### src/rtl/core_joypad_pkg.sv
// Shared types and constants for the NES joypad bridge: scanner states and button bit positions.
package core_joypad_pkg;

    typedef enum logic [2:0] {
        StIdle,
        StLatch,
        StSample0,
        StLow,
        StHigh,
        StDone,
        StGap
    } scan_state_e;

    localparam int unsigned NumButtons = 8;

    localparam int unsigned BtnA      = 0;
    localparam int unsigned BtnB      = 1;
    localparam int unsigned BtnSelect = 2;
    localparam int unsigned BtnStart  = 3;
    localparam int unsigned BtnUp     = 4;
    localparam int unsigned BtnDown   = 5;
    localparam int unsigned BtnLeft   = 6;
    localparam int unsigned BtnRight  = 7;

endpackage

### src/rtl/core_joypad_bridge_if.sv
// Core-side emulated joypad port bundle: strobe/clock from the core, serial data back to it.
interface core_joypad_bridge_if;

    logic [2:0] core_controllers_joypad_out;
    logic [1:0] core_controllers_joypad_clock;
    logic [4:0] core_controllers_joypad1_data;
    logic [4:0] core_controllers_joypad2_data;

    modport master (
        output core_controllers_joypad_out,
        output core_controllers_joypad_clock,
        input  core_controllers_joypad1_data,
        input  core_controllers_joypad2_data
    );

    modport slave (
        input  core_controllers_joypad_out,
        input  core_controllers_joypad_clock,
        output core_controllers_joypad1_data,
        output core_controllers_joypad2_data
    );

endinterface

### src/rtl/joypad_shift_port.sv
// Emulated 4021 shift register for one core joypad port: parallel load on strobe, shift on clock rise.
module joypad_shift_port (
    input  logic       clk_i,
    input  logic       rst_i,
    input  logic       strobe_i,
    input  logic       clock_i,
    input  logic [7:0] buttons_i,
    output logic       data_o
);

    logic       clock_q;
    logic       clk_rise;
    logic [7:0] shift_q, shift_d;
    logic       data_q;

    assign clk_rise = clock_i & ~clock_q;

    // Ones shift in from the top so an over-read port reports 1, like the real part.
    always_comb begin
        shift_d = shift_q;
        if (strobe_i) begin
            shift_d = buttons_i;
        end else if (clk_rise) begin
            shift_d = {1'b1, shift_q[7:1]};
        end
    end

    always_ff @(posedge clk_i) begin
        if (rst_i) begin
            clock_q <= 1'b0;
            shift_q <= 8'h00;
            data_q  <= 1'b0;
        end else begin
            clock_q <= clock_i;
            shift_q <= shift_d;
            data_q  <= shift_d[0];
        end
    end

    assign data_o = data_q;

endmodule

### src/rtl/core_joypad_bridge.sv
// Scans two physical NES pads on shared latch/clock pins and serves the bytes to the core's ports.
module core_joypad_bridge
    import core_joypad_pkg::*;
#(
    parameter int unsigned CLK_DIV   = 256,
    parameter int unsigned GAP_TICKS = 64
) (
    input  logic                 core_cpu_clk,
    input  logic                 core_cpu_reset,
    input  logic                 pad1_serial_in,
    input  logic                 pad2_serial_in,
    output logic                 pad_latch_out,
    output logic                 pad_clk_out,
    core_joypad_bridge_if.slave  core,
    output logic [7:0]           pad1_buttons,
    output logic [7:0]           pad2_buttons,
    output logic                 scan_valid
);

    localparam int unsigned DivW  = $clog2(CLK_DIV);
    localparam int unsigned StepW = $clog2(GAP_TICKS + NumButtons);

    localparam logic [DivW-1:0]  DivReload = DivW'(CLK_DIV - 1);
    localparam logic [StepW-1:0] LatchLast = StepW'(1);
    localparam logic [StepW-1:0] BitLast   = StepW'(BtnRight);
    localparam logic [StepW-1:0] GapLast   = StepW'(GAP_TICKS - 1);

    scan_state_e      state_q, state_d;
    logic [DivW-1:0]  div_q, div_d;
    logic [StepW-1:0] step_q, step_d;
    logic [7:0]       shadow1_q, shadow1_d, shadow2_q, shadow2_d;
    logic [7:0]       buttons1_q, buttons2_q;
    logic             scan_valid_q;
    logic             tick;
    logic             port1_data, port2_data;
    logic             unused_joypad_out;

    assign tick = (div_q == '0);
    assign unused_joypad_out = ^core.core_controllers_joypad_out[2:1];

    always_comb begin
        div_d = div_q - 1'b1;
        if (state_q == StDone || tick) begin
            div_d = DivReload;
        end
    end

    // step_q counts latch ticks, the bit index while shifting, and gap ticks.
    always_comb begin
        state_d       = state_q;
        step_d        = step_q;
        shadow1_d     = shadow1_q;
        shadow2_d     = shadow2_q;
        pad_latch_out = 1'b0;
        pad_clk_out   = 1'b1;
        unique case (state_q)
            StIdle: begin
                state_d = StLatch;
                step_d  = '0;
            end
            StLatch: begin
                pad_latch_out = 1'b1;
                if (tick) begin
                    if (step_q == LatchLast) begin
                        state_d = StSample0;
                        step_d  = '0;
                    end else begin
                        step_d = step_q + 1'b1;
                    end
                end
            end
            StSample0: begin
                if (tick) begin
                    shadow1_d[BtnA] = ~pad1_serial_in;
                    shadow2_d[BtnA] = ~pad2_serial_in;
                    state_d         = StLow;
                    step_d          = StepW'(BtnB);
                end
            end
            StLow: begin
                pad_clk_out = 1'b0;
                if (tick) begin
                    state_d = StHigh;
                end
            end
            StHigh: begin
                if (tick) begin
                    shadow1_d[step_q[2:0]] = ~pad1_serial_in;
                    shadow2_d[step_q[2:0]] = ~pad2_serial_in;
                    if (step_q == BitLast) begin
                        state_d = StDone;
                    end else begin
                        state_d = StLow;
                        step_d  = step_q + 1'b1;
                    end
                end
            end
            StDone: begin
                state_d = StGap;
                step_d  = '0;
            end
            StGap: begin
                if (tick) begin
                    if (step_q == GapLast) begin
                        state_d = StLatch;
                        step_d  = '0;
                    end else begin
                        step_d = step_q + 1'b1;
                    end
                end
            end
            default: state_d = StIdle;
        endcase
    end

    always_ff @(posedge core_cpu_clk) begin
        if (core_cpu_reset) begin
            state_q      <= StIdle;
            div_q        <= DivReload;
            step_q       <= '0;
            shadow1_q    <= 8'h00;
            shadow2_q    <= 8'h00;
            buttons1_q   <= 8'h00;
            buttons2_q   <= 8'h00;
            scan_valid_q <= 1'b0;
        end else begin
            state_q      <= state_d;
            div_q        <= div_d;
            step_q       <= step_d;
            shadow1_q    <= shadow1_d;
            shadow2_q    <= shadow2_d;
            scan_valid_q <= (state_q == StDone);
            if (state_q == StDone) begin
                buttons1_q <= shadow1_q;
                buttons2_q <= shadow2_q;
            end
        end
    end

    assign pad1_buttons = buttons1_q;
    assign pad2_buttons = buttons2_q;
    assign scan_valid   = scan_valid_q;

    joypad_shift_port u_port1 (
        .clk_i     (core_cpu_clk),
        .rst_i     (core_cpu_reset),
        .strobe_i  (core.core_controllers_joypad_out[0]),
        .clock_i   (core.core_controllers_joypad_clock[0]),
        .buttons_i (buttons1_q),
        .data_o    (port1_data)
    );

    joypad_shift_port u_port2 (
        .clk_i     (core_cpu_clk),
        .rst_i     (core_cpu_reset),
        .strobe_i  (core.core_controllers_joypad_out[0]),
        .clock_i   (core.core_controllers_joypad_clock[1]),
        .buttons_i (buttons2_q),
        .data_o    (port2_data)
    );

    assign core.core_controllers_joypad1_data = {4'b0000, port1_data};
    assign core.core_controllers_joypad2_data = {4'b0000, port2_data};

endmodule

### src/flat_wrapper.sv
// flat-port wrapper written by rule: the top's interface ports become plain ports
module core_joypad_bridge_flat import core_joypad_pkg::*;
#(
    parameter int unsigned CLK_DIV   = 256,
    parameter int unsigned GAP_TICKS = 64
)
  (core_cpu_clk, core_cpu_reset, pad1_serial_in, pad2_serial_in, pad_latch_out, pad_clk_out, pad1_buttons, pad2_buttons, scan_valid, core_core_controllers_joypad_out, core_core_controllers_joypad_clock, core_core_controllers_joypad1_data, core_core_controllers_joypad2_data);
  core_joypad_bridge_if core_i ();
  input  logic core_cpu_clk;
  input  logic core_cpu_reset;
  input  logic pad1_serial_in;
  input  logic pad2_serial_in;
  output logic pad_latch_out;
  output logic pad_clk_out;
  output logic [7:0] pad1_buttons;
  output logic [7:0] pad2_buttons;
  output logic scan_valid;
  input wire logic [$bits(core_i.core_controllers_joypad_out)-1:0] core_core_controllers_joypad_out;
  input wire logic [$bits(core_i.core_controllers_joypad_clock)-1:0] core_core_controllers_joypad_clock;
  output wire logic [$bits(core_i.core_controllers_joypad1_data)-1:0] core_core_controllers_joypad1_data;
  output wire logic [$bits(core_i.core_controllers_joypad2_data)-1:0] core_core_controllers_joypad2_data;
  assign core_i.core_controllers_joypad_out = core_core_controllers_joypad_out;
  assign core_i.core_controllers_joypad_clock = core_core_controllers_joypad_clock;
  assign core_core_controllers_joypad1_data = core_i.core_controllers_joypad1_data;
  assign core_core_controllers_joypad2_data = core_i.core_controllers_joypad2_data;
  core_joypad_bridge #(.CLK_DIV(CLK_DIV), .GAP_TICKS(GAP_TICKS)) u_core (.core_cpu_clk(core_cpu_clk), .core_cpu_reset(core_cpu_reset), .pad1_serial_in(pad1_serial_in), .pad2_serial_in(pad2_serial_in), .pad_latch_out(pad_latch_out), .pad_clk_out(pad_clk_out), .core(core_i), .pad1_buttons(pad1_buttons), .pad2_buttons(pad2_buttons), .scan_valid(scan_valid));
endmodule
### config.mk
export PLATFORM = sky130hd
export DESIGN_NAME = core_joypad_bridge_flat
export DESIGN_NICKNAME = d
export VERILOG_FILES = /design/src/rtl/core_joypad_pkg.sv /design/src/rtl/core_joypad_bridge_if.sv /design/src/rtl/joypad_shift_port.sv /design/src/rtl/core_joypad_bridge.sv /design/src/flat_wrapper.sv
export SDC_FILE = /design/constraint.sdc
export NUM_CORES = 1
export LEC_CHECK = 0
export ABC_AREA = 1
export CORE_MARGIN = 5
export CORE_UTILIZATION = 40
export CTS_BUF_LIST = sky130_fd_sc_hd__clkbuf_4
export CTS_CLUSTER_DIAMETER = 100
export DETAILED_ROUTE_END_ITERATION = 8
export DONT_BUFFER_PORTS = 1
export HOLD_SLACK_MARGIN = 0.06
export PLACE_DENSITY = 0.62
export SLEW_MARGIN = 20
export SYNTH_ARGS = -nofsm -noshare
export SYNTH_HDL_FRONTEND = slang
export SYNTH_SLANG_ARGS = --single-unit
### constraint.sdc
create_clock -name core_cpu_clk -period 2.1 [get_ports core_cpu_clk]
set_input_delay 0.21 -clock core_cpu_clk [delete_from_list [all_inputs] [get_ports core_cpu_clk]]
set_output_delay 0.21 -clock core_cpu_clk [all_outputs]
set_load 0.01 [all_outputs]
==> results.py, run 1 <==
metrics = {
    "status": {
        "outcome": "complete, no violations",
    },
    "place": {
        "hpwl_um": 4920,
        "place_congestion": 0.882,
        "pre_cts_ws_ps": 453,
        "placed_cells": 553,
        "postPlaceCellArea_mm2": 0.00326,
        "io_buffers": 0,
    },
    "sta": {
        "relSlewSlack": 0.331,
        "fmax_ghz": 0.588,
        "fin_setup_tns_ps": 0,
        "min_period_ps": 1700,
        "worstMarginPinSlew_ps": 1000,
        "worst_slack_ps": 400,
        "hold_viol_final": 0,
        "drv_slew": 0,
        "whs_ps": 131,
        "rsz0062_at_grt": "false",
        "setup_violations": 0,
        "min_period_over_period": 0.810,
        "worst_clock_skew_ps": 13.4,
    },
    "drt": {
        "routed_via_density": 4.77,
        "drtIter0Drc": 224,
        "detail_route.first_pass.iterations": 5,
        "wl_per_cell_um": 11.7,
        "routed_wl_um": 6720,
        "via_count": 2735,
        "drc": 0,
        "final_antenna_net_count": 0,
    },
    "global_routing": {
        "grt_use_total": 0.141,
        "grt_pass1_wl_um": 11300,
        "grt_pass1_vias": 2415,
        "grt_max_degree": 24,
        "antenna_found_initial": 0,
        "overflow": 0,
    },
    "final_layout": {
        "fillerInstances": 820,
        "stdcell_count": 573,
        "multi_input_area_mm2": 0.00153,
        "n_antenna_cell": 0,
        "layout.area.seq_mm2": 0.00138,
        "drive_gt1_frac": 0.102,
        "nets": 478,
        "post-route-util": 0.442,
        "area_delta_synth_final_pct": 6.61,
        "final_area_mm2": 0.00345,
    },
    "cts": {
        "cts_tree": "done",
        "root_buffer": "clkbuf_4",
        "worstSkewPairLatency_ps": 410,
        "path_clk_slew_ps": 110,
        "cts_setup_buffers": 0,
        "cts_max_path_buffers": 2,
        "cts_max_level": 3,
        "cts_buffers": 9,
        "numClockSinks": 69,
    },
    "floorplanning": {
        "start_util": 0.414,
        "core_mm2": 0.00781,
        "die_w_um": 99.9,
        "dieArea_mm2": 0.00999,
        "rows": 32,
        "io_pins": 38,
        "die_y_um": 99.9,
    },
    "run": {
        "drv_cap": 0,
    },
    "synthesis": {
        "synth_cells": 465,
        "synth.top_cell.area_share": 0.427,
        "ys_warn_count": 0,
        "ys_top_cells_by_area": "dfxtp_1 (43%), nand2_1 (15%), nor2_1 (7.7%)",
        "syn_area_per_cell_um2": 6.96,
        "yosysTopAreaCell": "dfxtp_1",
        "ys_seq_elements": 69,
        "seq_area_frac_synth": 0.427,
        "synth_area_mm2": 0.00324,
        "yosysUniqueCellTypes": 31,
    },
    "worst_setup_path": {
        "crit_fanout": 18,
        "worst_path_largest_cell_delay_ps": 890,
        "worstPathCellList": "dlygate4sd3_1, inv_2, o21ai_2, nor2_1, a311oi_1",
        "critPathTopFamily": "buffers and inverters",
        "crit_start": "core_core_controllers_joypad_out[0]",
        "cp.required_ps": 2410,
        "arrival_ps": 2010,
        "cp-end-kind": "register",
        "worst-path-buf-inv": 2,
        "cp-start-kind": "input pin",
        "crit_type": "in2reg",
        "crit_slowest_cell": "dlygate4sd3_1",
        "worst_r2r_startpoint": "u_core.step_q[0]",
    },
    "power_and_ir_drop": {
        "finalPower_mw": 3.29,
        "p_per_area_mw_per_mm2": 954,
        "p_leak_nw": 1.56,
        "ir_worst_vdd_mv": 0.329,
    },
    "worst_hold_path": {
        "hold_path_class": "in2reg",
        "hold_start": "pad2_serial_in",
    },
}
## synthesized netlist by cell type, drive strengths merged
cell type	count
a31oi	3
ha	3
o221ai	1
o31ai	1
a311oi	12
nand3	30
clkbuf	5
o21ai	24
conb	1
a22o	1
nand3b	2
nand4	3
inv	56
nor3	1
or2	2
a21oi	13
dfxtp	69
xor2	3
o22ai	1
nor2	76
nand2	140
buf	18
## logic make-up after synthesis
family / Yosys count / synth area share
other: 1 / 0.00116
XOR/XNOR: 3 / 0.00812
flip-flops: 69 / 0.427
AND/OR/NAND/NOR: 254 / 0.336
adder cells (fa/ha/maj): 3 / 0.0116
buffers and inverters: 79 / 0.111
AO/OA/AOI/OAI: 56 / 0.105
## sequential cells by signal, summed over array words and instances, names as in the netlist
| name | cells |
|---|---|
| u_core.div_q | 8 |
| u_core.pad1_buttons | 8 |
| u_core.pad2_buttons | 8 |
| u_core.scan_valid | 1 |
| u_core.shadow1_q | 8 |
| u_core.shadow2_q | 8 |
| u_core.state_q | 3 |
| u_core.step_q | 7 |
| u_core.u_port1.clock_q | 1 |
| u_core.u_port1.shift_q | 8 |
| u_core.u_port2.clock_q | 1 |
| u_core.u_port2.shift_q | 8 |
## final cells by class
class                   count  area share
clock inverters             7      0.0218
repair buffers              6      0.0167
well taps                 102      0.0370
flip-flops and latches     69       0.400
clock buffers               9      0.0196
inverters                  56      0.0609
multi-input cells         324       0.444
## timing repair
item	4_1_cts	5_1_grt
hold buffers	4	0
setup endpoints to repair	0	9
endpoints found under the hold margin	32	0
resized for setup	0	3
## path summary, 6_finish.rpt
| path | endpoint | cells past startpoint | slack (ps) |
|---|---|---|---|
| max | u_core.u_port1.shift_q[1] | 5 | 400 |
| min | u_core.shadow2_q[3] | 3 | 130 |
| max reg2reg | u_core.state_q[0] | 11 | 430 |
| min reg2reg | u_core.div_q[0] | 1 | 410 |
## per-layer routing
metal,routed length (µm),up-vias,global-route usage
met5,0,-,0
met4,165,0,0.0725
met3,328,18,0.0361
met2,2950,51,0.217
met1,3270,1203,0.183
li1,-,1463,-
## report_power, final
group / internal [mW] / switching [mW]
combinational: 0.302 / 0.611
clock: 0.366 / 0.492
sequential: 1.40 / 0.118
total: 2.07 / 1.22
## worst register-to-register path: cells and delay by family (launching register included)
| kind | cells | cell delay, ps |
|---|---|---|
| simple gates | 8 | 770 |
| flops | 1 | 420 |
| buf+inv | 2 | 240 |
| fa+ha+maj | 1 | 160 |
## placed cells by master (no fill, tap or decap)
cell / count
inv_2: 8
o21ai_2: 2
or2_2: 2
clkinv_2: 1
nand3b_1: 2
o221ai_1: 1
nor2_1: 66
nor3_1: 1
dlygate4sd3_1: 3
nand4_1: 3
clkbuf_4: 9
a21oi_1: 13
a22o_1: 1
clkinv_4: 1
nor2_2: 6
inv_1: 48
a311oi_1: 12
a31oi_1: 3
nand3_2: 1
ha_1: 3
dlymetal6s4s_1: 1
nand3_1: 29
dfxtp_1: 69
nor2_8: 1
o21ai_1: 9
nand2_2: 7
conb_1: 8
bufinv_16: 1
o31ai_1: 1
inv_6: 1
nor2_4: 3
buf_4: 2
nand2_1: 133
xor2_1: 3
o22ai_1: 1
clkinvlp_4: 3
o21ai_0: 13
No activity file was read; power rests on OpenSTA's default activity.
==> run 2, diff against run 1 <==
==> constraint.sdc (replaced) <==
create_clock -name core_cpu_clk -period 1.6 [get_ports core_cpu_clk]
set_input_delay 0.16 -clock core_cpu_clk [delete_from_list [all_inputs] [get_ports core_cpu_clk]]
set_output_delay 0.16 -clock core_cpu_clk [all_outputs]
set_load 0.01 [all_outputs]
==> results.py, run 2 (same netlist as run 1, synthesis figures left out) <==
metrics = {
    "status": {
        "outcome": "complete, no violations",
    },
    "cts": {
        "numClockSinks": 69,
        "path_clk_slew_ps": 120,
        "cts_tree": "done",
        "cts_max_path_buffers": 2,
        "worstSkewPairLatency_ps": 410,
        "cts_max_level": 3,
        "root_buffer": "clkbuf_4",
        "cts_buffers": 9,
    },
    "worst_setup_path": {
        "critPathTopFamily": "buffers and inverters",
        "cp-start-kind": "register",
        "cp_num_cells": 5,
        "rrSetupSlack_ps": 70,
        "worstPathCellList": "o21ai_2, buf_6, buf_4, a311oi_1, dlygate4sd3_1",
        "crit_fanout": 8,
        "arrival_ps": 1870,
        "crit_type": "reg2reg",
        "worst-path-buf-inv": 3,
        "crit_slowest_cell": "dlygate4sd3_1",
        "worst_path_largest_cell_delay_ps": 580,
        "ff2ff_path_depth": 5,
        "cp.required_ps": 1940,
        "cp-end-kind": "register",
    },
    "global_routing": {
        "overflow": 0,
        "grt_pass1_vias": 2663,
        "antenna_found_initial": 0,
        "grt_pass1_wl_um": 12300,
        "grt_max_degree": 20,
        "grt_use_total": 0.151,
    },
    "sta": {
        "worst_clock_skew_ps": 16.4,
        "worstMarginPinSlew_ps": 689,
        "fmax_ghz": 0.654,
        "min_period_over_period": 0.956,
        "whs_ps": 60.0,
        "drv_slew": 0,
        "min_period_ps": 1530,
        "relSlewSlack": 0.539,
        "hold_viol_final": 0,
        "setup_violations": 0,
    },
    "worst_hold_path": {
        "hold_path_class": "in2reg",
        "hold_depth": 3,
    },
    "drt": {
        "detail_route.first_pass.iterations": 6,
        "routed_via_density": 4.81,
        "routed_wl_um": 7510,
        "final_antenna_net_count": 0,
        "drtIter0Drc": 233,
        "wl_per_cell_um": 12.5,
        "via_count": 2895,
        "drc": 0,
    },
    "final_layout": {
        "layout_common_cells": "nand2_1 (131), nor2_1 (64), dfxtp_1 (63), inv_1 (46), nand3_1 (26)",
        "final_area_mm2": 0.00384,
        "nets": 507,
        "n_antenna_cell": 0,
        "fillerInstances": 778,
        "area_delta_synth_final_pct": 18.6,
        "stdcell_count": 602,
        "layout_commonest_cell": "nand2_1",
        "drive_gt1_frac": 0.156,
    },
    "floorplanning": {
        "rows": 32,
        "die_y_um": 99.9,
        "io_pins": 38,
        "start_util": 0.414,
        "dieArea_mm2": 0.00999,
        "die_w_um": 99.9,
        "core_mm2": 0.00781,
    },
    "power_and_ir_drop": {
        "ir_worst_vdd_mv": 0.533,
        "p_per_area_mw_per_mm2": 1200,
        "p_leak_nw": 1.70,
    },
    "place": {
        "placed_cells": 559,
        "postPlaceCellArea_mm2": 0.00330,
        "hpwl_um": 5020,
        "place_congestion": 0.881,
        "io_buffers": 0,
    },
    "run": {
        "drv_cap": 0,
    },
}
==> run 2: what timing repair did <==
| action | CTS | global route |
|---|---|---|
| hold buffers | 23 | 3 |
| endpoints found under the setup margin | 0 | 35 |
| gates resized for setup | 0 | 36 |
| setup buffers | 0 | 4 |
| hold endpoints to repair | 52 | 3 |
==> run 2: routing by layer <==
layer	up-vias	GRT usage	wire [µm]
met5	-	0	0
met4	0	0.0483	109
met3	10	0.0459	404
met2	62	0.247	3560
met1	1307	0.190	3430
li1	1516	-	-
==> run 2: path summary, 6_finish.rpt <==
path | start | endpoint
worst max-delay path | u_core.u_port2.clock_q | u_core.u_port2.shift_q[1]
worst min-delay path | core_core_controllers_joypad_out[0] | u_core.u_port2.shift_q[5]
worst max register to register | u_core.u_port2.clock_q | u_core.u_port2.shift_q[1]
worst min register to register | u_core.div_q[0] | u_core.div_q[0]
==> run 2: layout make-up <==
cell class                 instances  area (µm²)  area share
clock buffer                       9        67.6      0.0176
clock inverter                     7        82.6      0.0215
inverter                          56         210      0.0548
multi-input combinational        324        1630       0.425
sequential                        69        1390       0.363
tap                              102         128      0.0333
timing repair buffer              35         328      0.0855
==> run 2: worst register-to-register path: stages (launching register included) <==
cell and delay [ps]:
dfxtp_2 350, o21ai_2 60, buf_6 140, buf_4 140
a311oi_1 200, dlygate4sd3_1 580
==> run 2: through the flow <==
stage / setup WS, ps / setup TNS [ps] / utilization / total power, mW
6_report: 70.8 / 0 / 0.491 / 4.61
5_1_grt: -0.0306 / -0.0306 / 0.491 / 4.93
4_1_cts: 49.7 / 0 / 0.472 / 4.50
3_5_place_dp: 67.4 / 0 / 0.423 / 3.25
3_3_place_gp: 98.3 / 0 / 0.423 / 3.23
2_1_floorplan: 235 / 0 / - / 3.03
==> run 2: power by group <==
group / internal [mW] / total [mW] / switching (mW)
Combinational: 0.489 / 1.40 / 0.914
Clock: 0.499 / 1.20 / 0.698
Sequential: 1.86 / 2.01 / 0.155
Total: 2.85 / 4.61 / 1.77
